`config.mk`:
```
export PLATFORM = sky130hd
export DESIGN_NAME = imaging_apb_reader_flat
export DESIGN_NICKNAME = d
export VERILOG_FILES = /design/src/rtl/imaging_pkg.sv /design/src/rtl/imaging_apb_reader_if.sv /design/src/rtl/imaging_apb_reader_xfer.sv /design/src/rtl/imaging_apb_reader.sv /design/src/flat_wrapper.sv
export SDC_FILE = /design/constraint.sdc
export NUM_CORES = 1
export LEC_CHECK = 0
export ABC_CLOCK_PERIOD_IN_PS = 5260
export BUFFER_PORTS_ARGS = -buffer_cell sky130_fd_sc_hd__buf_2
export CORE_UTILIZATION = 40
export DETAILED_ROUTE_END_ITERATION = 12
export MAX_ROUTING_LAYER = met4
export PLACE_DENSITY = 0.7
export SLEW_MARGIN = 40
export SYNTH_ARGS = -nofsm -noshare
export SYNTH_HDL_FRONTEND = slang
export SYNTH_SLANG_ARGS = --single-unit
```
`constraint.sdc`:
```
create_clock -name clk -period 5.26 [get_ports clk]
set_input_delay 0.526 -clock clk [delete_from_list [all_inputs] [get_ports clk]]
set_output_delay 0.526 -clock clk [all_outputs]
set_load 0.005 [all_outputs]
```
`src/rtl/imaging_pkg.sv`:
```
// imaging_pkg: constants and enums shared between the imaging APB slave
// decode and the imaging_apb_reader initiator.
package imaging_pkg;

   // Pixel data word width
   localparam int PIXEL_W = 32;

   // Register map of the imaging APB slave
   localparam logic [31:0] STATUS_ADDR_DEF = 32'h0000_0004;
   localparam logic [31:0] DATA_ADDR_DEF   = 32'h0000_0008;
   localparam int          EMPTY_BIT_DEF   = 0;

   // Frame sequencer states
   typedef enum logic [2:0] {
      ST_IDLE,
      ST_STAT_SETUP,
      ST_STAT_ACCESS,
      ST_DATA_SETUP,
      ST_DATA_ACCESS,
      ST_PUSH
   } reader_state_t;

   // Single-transfer APB engine phases
   typedef enum logic [1:0] {
      PH_IDLE,
      PH_SETUP,
      PH_ACCESS
   } xfer_phase_t;

endpackage

```
`src/rtl/imaging_apb_reader_if.sv`:
```
// imaging_apb_reader_if: APB3 read-side bus bundle between the reader
// (master) and the imaging register slave.
interface imaging_apb_reader_if;
   import imaging_pkg::*;

   logic               PSEL;
   logic               PENABLE;
   logic               PWRITE;
   logic [31:0]        PADDR;
   logic [31:0]        PWDATA;
   logic [PIXEL_W-1:0] PRDATA;
   logic               PREADY;
   logic               PSLVERR;

   modport master (
      output PSEL, PENABLE, PWRITE, PADDR, PWDATA,
      input  PRDATA, PREADY, PSLVERR
   );

   modport slave (
      input  PSEL, PENABLE, PWRITE, PADDR, PWDATA,
      output PRDATA, PREADY, PSLVERR
   );

endinterface

```
`src/rtl/imaging_apb_reader_xfer.sv`:
```
// apb_read_xfer: single APB3 read engine. A req sampled on a clock edge
// launches SETUP in the next cycle; ACCESS repeats until PREADY. ack, err
// and rdata are valid in the completing ACCESS cycle so the caller can
// chain the next req straight into a new SETUP with no idle gap.
// Optional ACCESS watchdog: IMAGING_APB_READER_TIMEOUT_EN.
module apb_read_xfer
   import imaging_pkg::*;
#(
   parameter int TIMEOUT_CYC = 255
)(
   input  logic                clk,
   input  logic                reset,
   input  logic                req,
   input  logic [31:0]         addr,
   output logic                ack,
   output logic [PIXEL_W-1:0]  rdata,
   output logic                err,
   imaging_apb_reader_if.master apb
);

   xfer_phase_t phase_reg;
   logic        psel_reg;
   logic        penable_reg;
   logic [31:0] paddr_reg;
   logic        in_access;
   logic        timeout;

   assign apb.PSEL    = psel_reg;
   assign apb.PENABLE = penable_reg;
   assign apb.PADDR   = paddr_reg;
   assign apb.PWRITE  = 1'b0;
   assign apb.PWDATA  = '0;

   assign in_access = (phase_reg == PH_ACCESS);

`ifdef IMAGING_APB_READER_TIMEOUT_EN
   localparam int CW = (TIMEOUT_CYC > 255) ? $clog2(TIMEOUT_CYC + 1) : 8;

   logic [CW-1:0] wait_cnt_reg;

   // The TIMEOUT_CYC-th consecutive stalled ACCESS cycle ends the transfer
   assign timeout = in_access && !apb.PREADY &&
                    (wait_cnt_reg == CW'(TIMEOUT_CYC - 1));

   // Count consecutive ACCESS cycles with PREADY low
   always_ff @(posedge clk) begin
      if (!reset) begin
         wait_cnt_reg <= '0;
      end else if (in_access && !apb.PREADY && !timeout) begin
         wait_cnt_reg <= wait_cnt_reg + CW'(1);
      end else begin
         wait_cnt_reg <= '0;
      end
   end
`else
   // Without the watchdog the limit has no effect
   logic unused_tmo_cfg;
   assign unused_tmo_cfg = (TIMEOUT_CYC > 0);
   assign timeout        = 1'b0;
`endif

   assign ack   = in_access && (apb.PREADY || timeout);
   assign err   = in_access && ((apb.PREADY && apb.PSLVERR) || timeout);
   assign rdata = apb.PRDATA;

   // SETUP/ACCESS sequencing with back-to-back chaining on completion
   always_ff @(posedge clk) begin
      if (!reset) begin
         phase_reg   <= PH_IDLE;
         psel_reg    <= 1'b0;
         penable_reg <= 1'b0;
         paddr_reg   <= '0;
      end else begin
         case (phase_reg)
            PH_IDLE: begin
               if (req) begin
                  phase_reg   <= PH_SETUP;
                  psel_reg    <= 1'b1;
                  penable_reg <= 1'b0;
                  paddr_reg   <= addr;
               end
            end
            PH_SETUP: begin
               phase_reg   <= PH_ACCESS;
               penable_reg <= 1'b1;
            end
            PH_ACCESS: begin
               if (ack) begin
                  if (req) begin
                     phase_reg   <= PH_SETUP;
                     psel_reg    <= 1'b1;
                     penable_reg <= 1'b0;
                     paddr_reg   <= addr;
                  end else begin
                     phase_reg   <= PH_IDLE;
                     psel_reg    <= 1'b0;
                     penable_reg <= 1'b0;
                  end
               end
            end
            default: begin
               phase_reg   <= PH_IDLE;
               psel_reg    <= 1'b0;
               penable_reg <= 1'b0;
            end
         endcase
      end
   end

endmodule

```
`src/rtl/imaging_apb_reader.sv`:
```
// imaging_apb_reader: drains frame_len pixel words from the imaging APB
// slave (poll status until the FIFO is non-empty, then read data) and
// presents each word on a valid/ready stream.
// Optional ACCESS watchdog: define IMAGING_APB_READER_TIMEOUT_EN.
module imaging_apb_reader
   import imaging_pkg::*;
#(
   parameter logic [31:0] STATUS_ADDR = STATUS_ADDR_DEF,
   parameter logic [31:0] DATA_ADDR   = DATA_ADDR_DEF,
   parameter int          EMPTY_BIT   = EMPTY_BIT_DEF,
   parameter int          TIMEOUT_CYC = 255
)(
   input  logic                clk,
   input  logic                reset,
   input  logic                start,
   input  logic [15:0]         frame_len,
   output logic                busy,
   output logic                done,
   output logic                error,
   imaging_apb_reader_if.master apb,
   output logic [PIXEL_W-1:0]  out_data,
   output logic                out_valid,
   input  logic                out_ready
);

   reader_state_t      state_reg;
   logic [15:0]        remaining_reg;
   logic               busy_reg;
   logic               done_reg;
   logic               error_reg;
   logic [PIXEL_W-1:0] out_data_reg;
   logic               out_valid_reg;

   logic               xfer_req;
   logic [31:0]        xfer_addr;
   logic               xfer_ack;
   logic               xfer_err;
   logic [PIXEL_W-1:0] xfer_rdata;

   assign busy      = busy_reg;
   assign done      = done_reg;
   assign error     = error_reg;
   assign out_data  = out_data_reg;
   assign out_valid = out_valid_reg;

   apb_read_xfer #(
      .TIMEOUT_CYC (TIMEOUT_CYC)
   ) u_xfer (
      .clk   (clk),
      .reset (reset),
      .req   (xfer_req),
      .addr  (xfer_addr),
      .ack   (xfer_ack),
      .rdata (xfer_rdata),
      .err   (xfer_err),
      .apb   (apb)
   );

   // Decide on the same edge as the state change whether a new read launches
   always_comb begin
      xfer_req  = 1'b0;
      xfer_addr = STATUS_ADDR;
      case (state_reg)
         ST_IDLE: begin
            if (start && (frame_len != 16'd0)) begin
               xfer_req = 1'b1;
            end
         end
         ST_STAT_ACCESS: begin
            if (xfer_ack && !xfer_err) begin
               xfer_req = 1'b1;
               if (!xfer_rdata[EMPTY_BIT]) begin
                  xfer_addr = DATA_ADDR;
               end
            end
         end
         ST_PUSH: begin
            if (out_ready && (remaining_reg != 16'd1)) begin
               xfer_req = 1'b1;
            end
         end
         default: begin
            xfer_req = 1'b0;
         end
      endcase
   end

   // Frame sequencer with registered stream and status outputs
   always_ff @(posedge clk) begin
      if (!reset) begin
         state_reg     <= ST_IDLE;
         remaining_reg <= '0;
         busy_reg      <= 1'b0;
         done_reg      <= 1'b0;
         error_reg     <= 1'b0;
         out_data_reg  <= '0;
         out_valid_reg <= 1'b0;
      end else begin
         done_reg <= 1'b0;
         case (state_reg)
            ST_IDLE: begin
               if (start) begin
                  remaining_reg <= frame_len;
                  error_reg     <= 1'b0;
                  if (frame_len == 16'd0) begin
                     done_reg <= 1'b1;
                  end else begin
                     busy_reg  <= 1'b1;
                     state_reg <= ST_STAT_SETUP;
                  end
               end
            end
            ST_STAT_SETUP: begin
               state_reg <= ST_STAT_ACCESS;
            end
            ST_STAT_ACCESS: begin
               if (xfer_ack) begin
                  if (xfer_err) begin
                     error_reg <= 1'b1;
                     done_reg  <= 1'b1;
                     busy_reg  <= 1'b0;
                     state_reg <= ST_IDLE;
                  end else if (xfer_rdata[EMPTY_BIT]) begin
                     state_reg <= ST_STAT_SETUP;
                  end else begin
                     state_reg <= ST_DATA_SETUP;
                  end
               end
            end
            ST_DATA_SETUP: begin
               state_reg <= ST_DATA_ACCESS;
            end
            ST_DATA_ACCESS: begin
               if (xfer_ack) begin
                  if (xfer_err) begin
                     // The faulted word is dropped, never presented
                     error_reg <= 1'b1;
                     done_reg  <= 1'b1;
                     busy_reg  <= 1'b0;
                     state_reg <= ST_IDLE;
                  end else begin
                     out_data_reg  <= xfer_rdata;
                     out_valid_reg <= 1'b1;
                     state_reg     <= ST_PUSH;
                  end
               end
            end
            ST_PUSH: begin
               if (out_ready) begin
                  out_valid_reg <= 1'b0;
                  remaining_reg <= remaining_reg - 16'd1;
                  if (remaining_reg == 16'd1) begin
                     done_reg  <= 1'b1;
                     busy_reg  <= 1'b0;
                     state_reg <= ST_IDLE;
                  end else begin
                     state_reg <= ST_STAT_SETUP;
                  end
               end
            end
            default: begin
               state_reg <= ST_IDLE;
            end
         endcase
      end
   end

endmodule

```
`src/flat_wrapper.sv`:
```
// flat-port wrapper written by rule: the top's interface ports become plain ports
module imaging_apb_reader_flat import imaging_pkg::*;
#(
   parameter logic [31:0] STATUS_ADDR = STATUS_ADDR_DEF,
   parameter logic [31:0] DATA_ADDR   = DATA_ADDR_DEF,
   parameter int          EMPTY_BIT   = EMPTY_BIT_DEF,
   parameter int          TIMEOUT_CYC = 255
)
  (clk, reset, start, frame_len, busy, done, error, out_data, out_valid, out_ready, apb_PSEL, apb_PENABLE, apb_PWRITE, apb_PADDR, apb_PWDATA, apb_PRDATA, apb_PREADY, apb_PSLVERR);
  imaging_apb_reader_if apb_i ();
  input  logic clk;
  input  logic reset;
  input  logic start;
  input  logic [15:0] frame_len;
  output logic busy;
  output logic done;
  output logic error;
  output logic [PIXEL_W-1:0] out_data;
  output logic out_valid;
  input  logic out_ready;
  output wire logic [$bits(apb_i.PSEL)-1:0] apb_PSEL;
  output wire logic [$bits(apb_i.PENABLE)-1:0] apb_PENABLE;
  output wire logic [$bits(apb_i.PWRITE)-1:0] apb_PWRITE;
  output wire logic [$bits(apb_i.PADDR)-1:0] apb_PADDR;
  output wire logic [$bits(apb_i.PWDATA)-1:0] apb_PWDATA;
  input wire logic [$bits(apb_i.PRDATA)-1:0] apb_PRDATA;
  input wire logic [$bits(apb_i.PREADY)-1:0] apb_PREADY;
  input wire logic [$bits(apb_i.PSLVERR)-1:0] apb_PSLVERR;
  assign apb_PSEL = apb_i.PSEL;
  assign apb_PENABLE = apb_i.PENABLE;
  assign apb_PWRITE = apb_i.PWRITE;
  assign apb_PADDR = apb_i.PADDR;
  assign apb_PWDATA = apb_i.PWDATA;
  assign apb_i.PRDATA = apb_PRDATA;
  assign apb_i.PREADY = apb_PREADY;
  assign apb_i.PSLVERR = apb_PSLVERR;
  imaging_apb_reader #(.STATUS_ADDR(STATUS_ADDR), .DATA_ADDR(DATA_ADDR), .EMPTY_BIT(EMPTY_BIT), .TIMEOUT_CYC(TIMEOUT_CYC)) u_core (.clk(clk), .reset(reset), .start(start), .frame_len(frame_len), .busy(busy), .done(done), .error(error), .apb(apb_i), .out_data(out_data), .out_valid(out_valid), .out_ready(out_ready));
endmodule
```
# --- Word-level counts from Yosys, hierarchy flattened ---
# Cells that the tools add are included.
classes:
  addsub: 1
  n_reduce_logical: 26
  n_eq_ne: 20
  bitwise_logic: 2
  muxes: 56
ops:
  columns: ["cell", "count"]
  rows:
  - ["32-bit 2-to-1 mux", 4]
  - ["32-bit one-hot mux with 2 select lines", 1]
  - ["16-bit 2-to-1 mux", 2]
  - ["16-bit one-hot mux with 2 select lines", 1]
  - ["1-bit 2-to-1 mux", 28]
  - ["3-bit 2-to-1 mux", 7]
  - ["3-bit one-hot mux with 6 select lines", 1]
  - ["16-bit by 1-bit == test with 1-bit output (second input constant)", 1]
  - ["16-bit logical NOT", 1]
  - ["16-bit by 1-bit != test with 1-bit output (second input constant)", 1]
  - ["16-bit nonzero test", 1]
  - ["16-bit by 1-bit subtractor with 16-bit output (second input constant)", 1]
  - ["1-bit one-hot mux with 3 select lines", 5]
  - ["2-bit by 1-bit != test with 1-bit output (second input constant)", 6]
  - ["2-bit != test (second input constant)", 5]
  - ["3-bit AND reduction", 3]
  - ["4-bit AND reduction", 2]
  - ["2-bit nonzero test", 4]
  - ["7-bit AND reduction", 1]
  - ["3-bit by 2-bit == test with 1-bit output (second input constant)", 2]
  - ["3-bit == test (second input constant)", 2]
  - ["1-bit logical AND", 6]
  - ["2-bit 2-to-1 mux", 3]
  - ["2-bit one-hot mux with 3 select lines", 1]
  - ["other kinds (13)", 16]
word_totals:
  input_bits: 54
  output_inout_bits: 103
  reg_bits: 91
  wordCells: 116

# --- Logic depth before layout (Yosys ltp) ---
depth:
  ltp_word: 9
  depth_mapped: 8
  depth_no_buf: 7

# --- Cells and area by module ---
# From an unflattened synthesis, not the netlist that was laid out.
unflattened:
  hier_cells: 569
  area_unflattened_um2: 4610.7
modules_own_cells:
  columns: ["module", "area_per_inst_um2", "n_inst", "seq_area_each_um2", "cells_each"]
  rows:
  - ["imaging_apb_reader", 2667.6, 1, 1101.1, 350]
  - ["apb_read_xfer", 1943.1, 1, 700.7, 219]

# --- Worst setup path before layout ---
# Ideal clock, no wire load.
synth_timing:
  path_type: "register -> register"
  from: "register u_core.remaining_reg[1]"
  to: "register u_core.state_reg[0]"
  t_arrival_ps: 1758
  period_less_slack_ps: 1872
  setup_ps: 115
  path_slack_ps: 3388
  required_ps: 5145
  stages_incl_launch_ff: 8
  path_buffers: 0
  path_cell_list: "dfxtp_1 > inv_1 > ha_1 > or4b_2 > nor4_4 > o22a_2 > a211oi_1 > o21a_1"
synth_via:
  elab_chain_len: 4
synth_rtl:
  columns: ["element", "line_no", "text"]
  rows:
  - ["start, declared", "imaging_apb_reader.sv:27", "logic [15:0] remaining_reg;"]
  - ["start signal, assigned", "imaging_apb_reader.sv:103", "remaining_reg <= frame_len;"]
  - ["start signal, assigned", "imaging_apb_reader.sv:151", "remaining_reg <= remaining_reg - 16'd1;"]
  - ["16-bit by 1-bit == test with 1-bit output", "imaging_apb_reader.sv:152", "if (remaining_reg == 16'd1) begin"]
  - ["1-bit 2-to-1 mux", "imaging_apb_reader.sv:152", null]
  - ["3-bit 2-to-1 mux", "imaging_apb_reader.sv:149", "if (out_ready) begin"]
  - ["3-bit one-hot mux with 6 select lines", "imaging_apb_reader.sv:100", "case (state_reg)"]
  - ["end signal, assigned", "imaging_apb_reader.sv:109", "state_reg <= ST_STAT_SETUP;"]
  - ["end signal, assigned", "imaging_apb_reader.sv:155", "state_reg <= ST_IDLE;"]
  - ["end signal, assigned", "imaging_apb_reader.sv:157", "state_reg <= ST_STAT_SETUP;"]
  - ["end, declared", "imaging_apb_reader.sv:26", "reader_state_t state_reg;"]
# Every way passes these cells. The select of a mux whose other input is x is not followed.
# A chain may end at the register's enable or synchronous reset.

# --- Worst setup path after layout ---
layout_timing:
  from: "register u_core.state_reg[2]"
  to: "register u_core.remaining_reg[9]"
layout_via:
  elab_chain_len: 3
  word_cells_on_any_way: 7
  classes_between: "eq/ne: 3; mux: 1; reduce/logical: 3"
layout_rtl:
  columns: ["element", "line_no", "text"]
  rows:
  - ["start signal, assigned", "imaging_apb_reader.sv:91", "state_reg <= ST_IDLE;"]
  - ["start signal, assigned", "imaging_apb_reader.sv:109", null]
  - ["start signal, assigned", "imaging_apb_reader.sv:114", "state_reg <= ST_STAT_ACCESS;"]
  - ["3-bit == test or 3-bit logical NOT (tied branches)", "imaging_apb_reader.sv:100", null]
  - ["2-bit != test (no line) or 2-bit nonzero test (tied branches)", null, null]
  - ["3-bit AND reduction (no line)", null, null]
# Parallel ways exist; a longest one is shown, timed or not.

==> qor.csv <==
metric,value,unit
"FFs w/ async S/R, synth",0,
status,"finished, final reports clean",
vias in the first global route,2781,
post-synthesis adder-cell area fraction,0.00726,
Worst-Skew Late Latency,0.34,ns
die height,94.9,um
Reg2Reg Launch Point,u_core.state_reg[2],
gpl congestion,0.858,
hold_buf cts,0,
first-pass GRT wire length,12.3,mm
clk slew on worst S/H paths,0.08,ns
Cells after Synth,435,
cts repair resizes,0,
skew final,0.00738,ns
Worst EP arrival,2.46,ns
hold depth,3,
Critical Path Start,u_core.state_reg[2],
gr ovfl total,0,
final hold slack,0.423,ns
"commonest non-fill, non-tap cell in the layout",buf_2,
most frequent cells in the layout,"buf_2, nand2_1, conb_1",
port bufs,93,
setup bufs post-CTS,0,
number of flip-flops in the largest register,32,
Avg Vias per Cell,4.96,
maximum root-to-sink buffer count,2,
Post-synth EDFFs,0,
CTS Sinks,60,
CTS root buf,clkbuf_8,
total wire length,7.62,mm
maximum clock frequency,448,MHz
combinational family with the most area after synthesis,simple AND/OR/NAND/NOR gates,
YS warnings,0,
Setup CP Type,flip-flop to flip-flop,
Die W,94.9,um
largest net degree at the start of global routing,63,
final setup TNS,0,ns
part of the cycle the worst path needs,0.424,
Final Critical Period,2.23,ns
Max-cap violations,0,
crit path launch type,flip-flop,
R2R Setup Slk,3.03,ns
Cell variety after synth,54,
Rows,33,
Post-route DRC,0,
I/O pin count,157,
post-synthesis simple-gate area fraction,0.238,
remaining antenna violation count,0,
CP required,5.49,ns
TritonCTS Buffers,9,
Yosys reg bits,60,
TritonCTS clock tree,built,
syn avg cell area,7.93,um2
H-Tree Depth,3,
DRT Pass-1 Iters,4,
ys flop type,dfxtp_1,
Initial Utilization,0.415,
Vias,3086,
DRT iter0 DRCs,68,
PwrDens,369,nW/um2
HPWL after detailed placement,5.33,mm
final setup fails,0,
GRT Overall Usage,0.180,
Die Area,9000,um2
final hold violation count,0,
Netlist Area Pre-Place,3450,um2
Leak Pwr,0.00174,uW
Area Growth Syn to Fin,13.1,%
mux cell area share after synthesis,0,
Worst Reg-to-Reg Cells,4,
# diodes,0,
worst r2r dst,u_core.remaining_reg[9],
Min-Delay Startpoint,apb_PRDATA[15],
actual slew at the worst max-slew pin,0.678,ns
Hold Path Sink,u_core.out_data[15],
Final Max Tran Viols,0,
core area,8300,um2
Post-Synth XOR/XNOR Area,0.00254,
relative slew slack,0.548,
RSZ-0062 raised after global routing,false,
worst min path class,primary input to flip-flop,
Synth Area in Compound Gates,0.224,
initial antenna violation count,0,
DR WL/cell,12.3,um
Worst VDD drop,0.000168,V
critical path capture point type,flip-flop,
register area share after synthesis,0.348,
final net count,568,
share of cells above drive strength 1,0.246,
maximum fanout along the worst path,27,
## cell usage after synthesis (all sizes together) (2+ instances only)
master	n	share of area
clkbuf	20	0.022
or4	2	0.0054
or3	2	0.0036
nor2	28	0.033
nor4	10	0.027
a22oi	3	0.0065
o21a	5	0.011
a31oi	4	0.0073
o221a	4	0.013
a21boi	37	0.081
nand2	74	0.081
inv	8	0.0087
o211a	2	0.0058
nor2b	3	0.0054
and3b	2	0.0051
nor3	8	0.013
and3	5	0.0091
nand3	11	0.016
a41oi	4	0.010
o2bb2ai	2	0.0051
a21o	3	0.0065
o21ai	22	0.032
a211oi	2	0.0044
buf	69	0.15
nand3b	3	0.0076
a21oi	14	0.021
or2	3	0.0054
ha	2	0.0073
and2	7	0.013
dfxtp	60	0.35
a32o	2	0.0058
## through the flow
step                      total power (uW)  std cells  area (um2)  setup slack [ns]  utilization
after detailed placement              1020        606        3700              2.98        0.446
after global routing                  1530        622        3900              2.77        0.470
after global placement                1010        606        3690              2.76        0.445
after floorplan                        961        497        3680              3.39            -
final                                 1440        622        3900              3.03        0.470
after CTS                             1450        622        3900              3.02        0.470
## kinds of logic (layout without fill, tap and decap cells)
group | Yosys count | count (layout)
xor+xnor | 1 | 1
flops | 60 | 60
fa+ha+maj | 2 | 2
other cells | 1 | 63
compound gates | 110 | 110
buf+inv | 97 | 117
simple gates | 164 | 164
## power breakdown
part | total (uW) | switching [uW] | internal, uW | leakage (uW)
logic | 437 | 260 | 177 | 0.00116
registers | 579 | 70.1 | 509 | 0.000487
clock network | 424 | 203 | 221 | 0.0000923
total | 1440 | 533 | 907 | 0.00174
## worst max-delay path: stages (launching register included)
cell      delay, ns
dfxtp_1        0.70
nand3b_2       0.57
nor3_2         0.46
a31oi_1        0.13
o221a_2        0.27
## area by class of cell
cell class,instances,area [um2]
fill,846,4400
multi-input combinational,340,1870
sequential,60,1200
timing repair buffer,93,468
tap,105,131
clock buffer,9,124
clock inverter,7,75.1
inverter,8,30.0
## routing by layer
| metal | GRT usage | vias up | wire length [um] |
|---|---|---|---|
| met5 | - | - | 0 |
| met3 | 0.0539 | 15 | 632 |
| li1 | - | 1531 | - |
| met4 | 0.0745 | 0 | 111 |
| met2 | 0.281 | 144 | 3550 |
| met1 | 0.216 | 1396 | 3330 |
## how the worst max path moves through the flow
stage / endpoint / slack [ns] / cells after the start
after detailed placement: u_core.out_data[10] / 2.98 / 5
final: u_core.remaining_reg[9] / 3.03 / 4
after global placement: u_core.out_data[21] / 2.76 / 5
after global routing: u_core.remaining_reg[15] / 2.77 / 5
after CTS: u_core.remaining_reg[9] / 3.02 / 4
after floorplan: u_core.state_reg[0] / 3.39 / 7
Power figures use the tool's default switching activity.
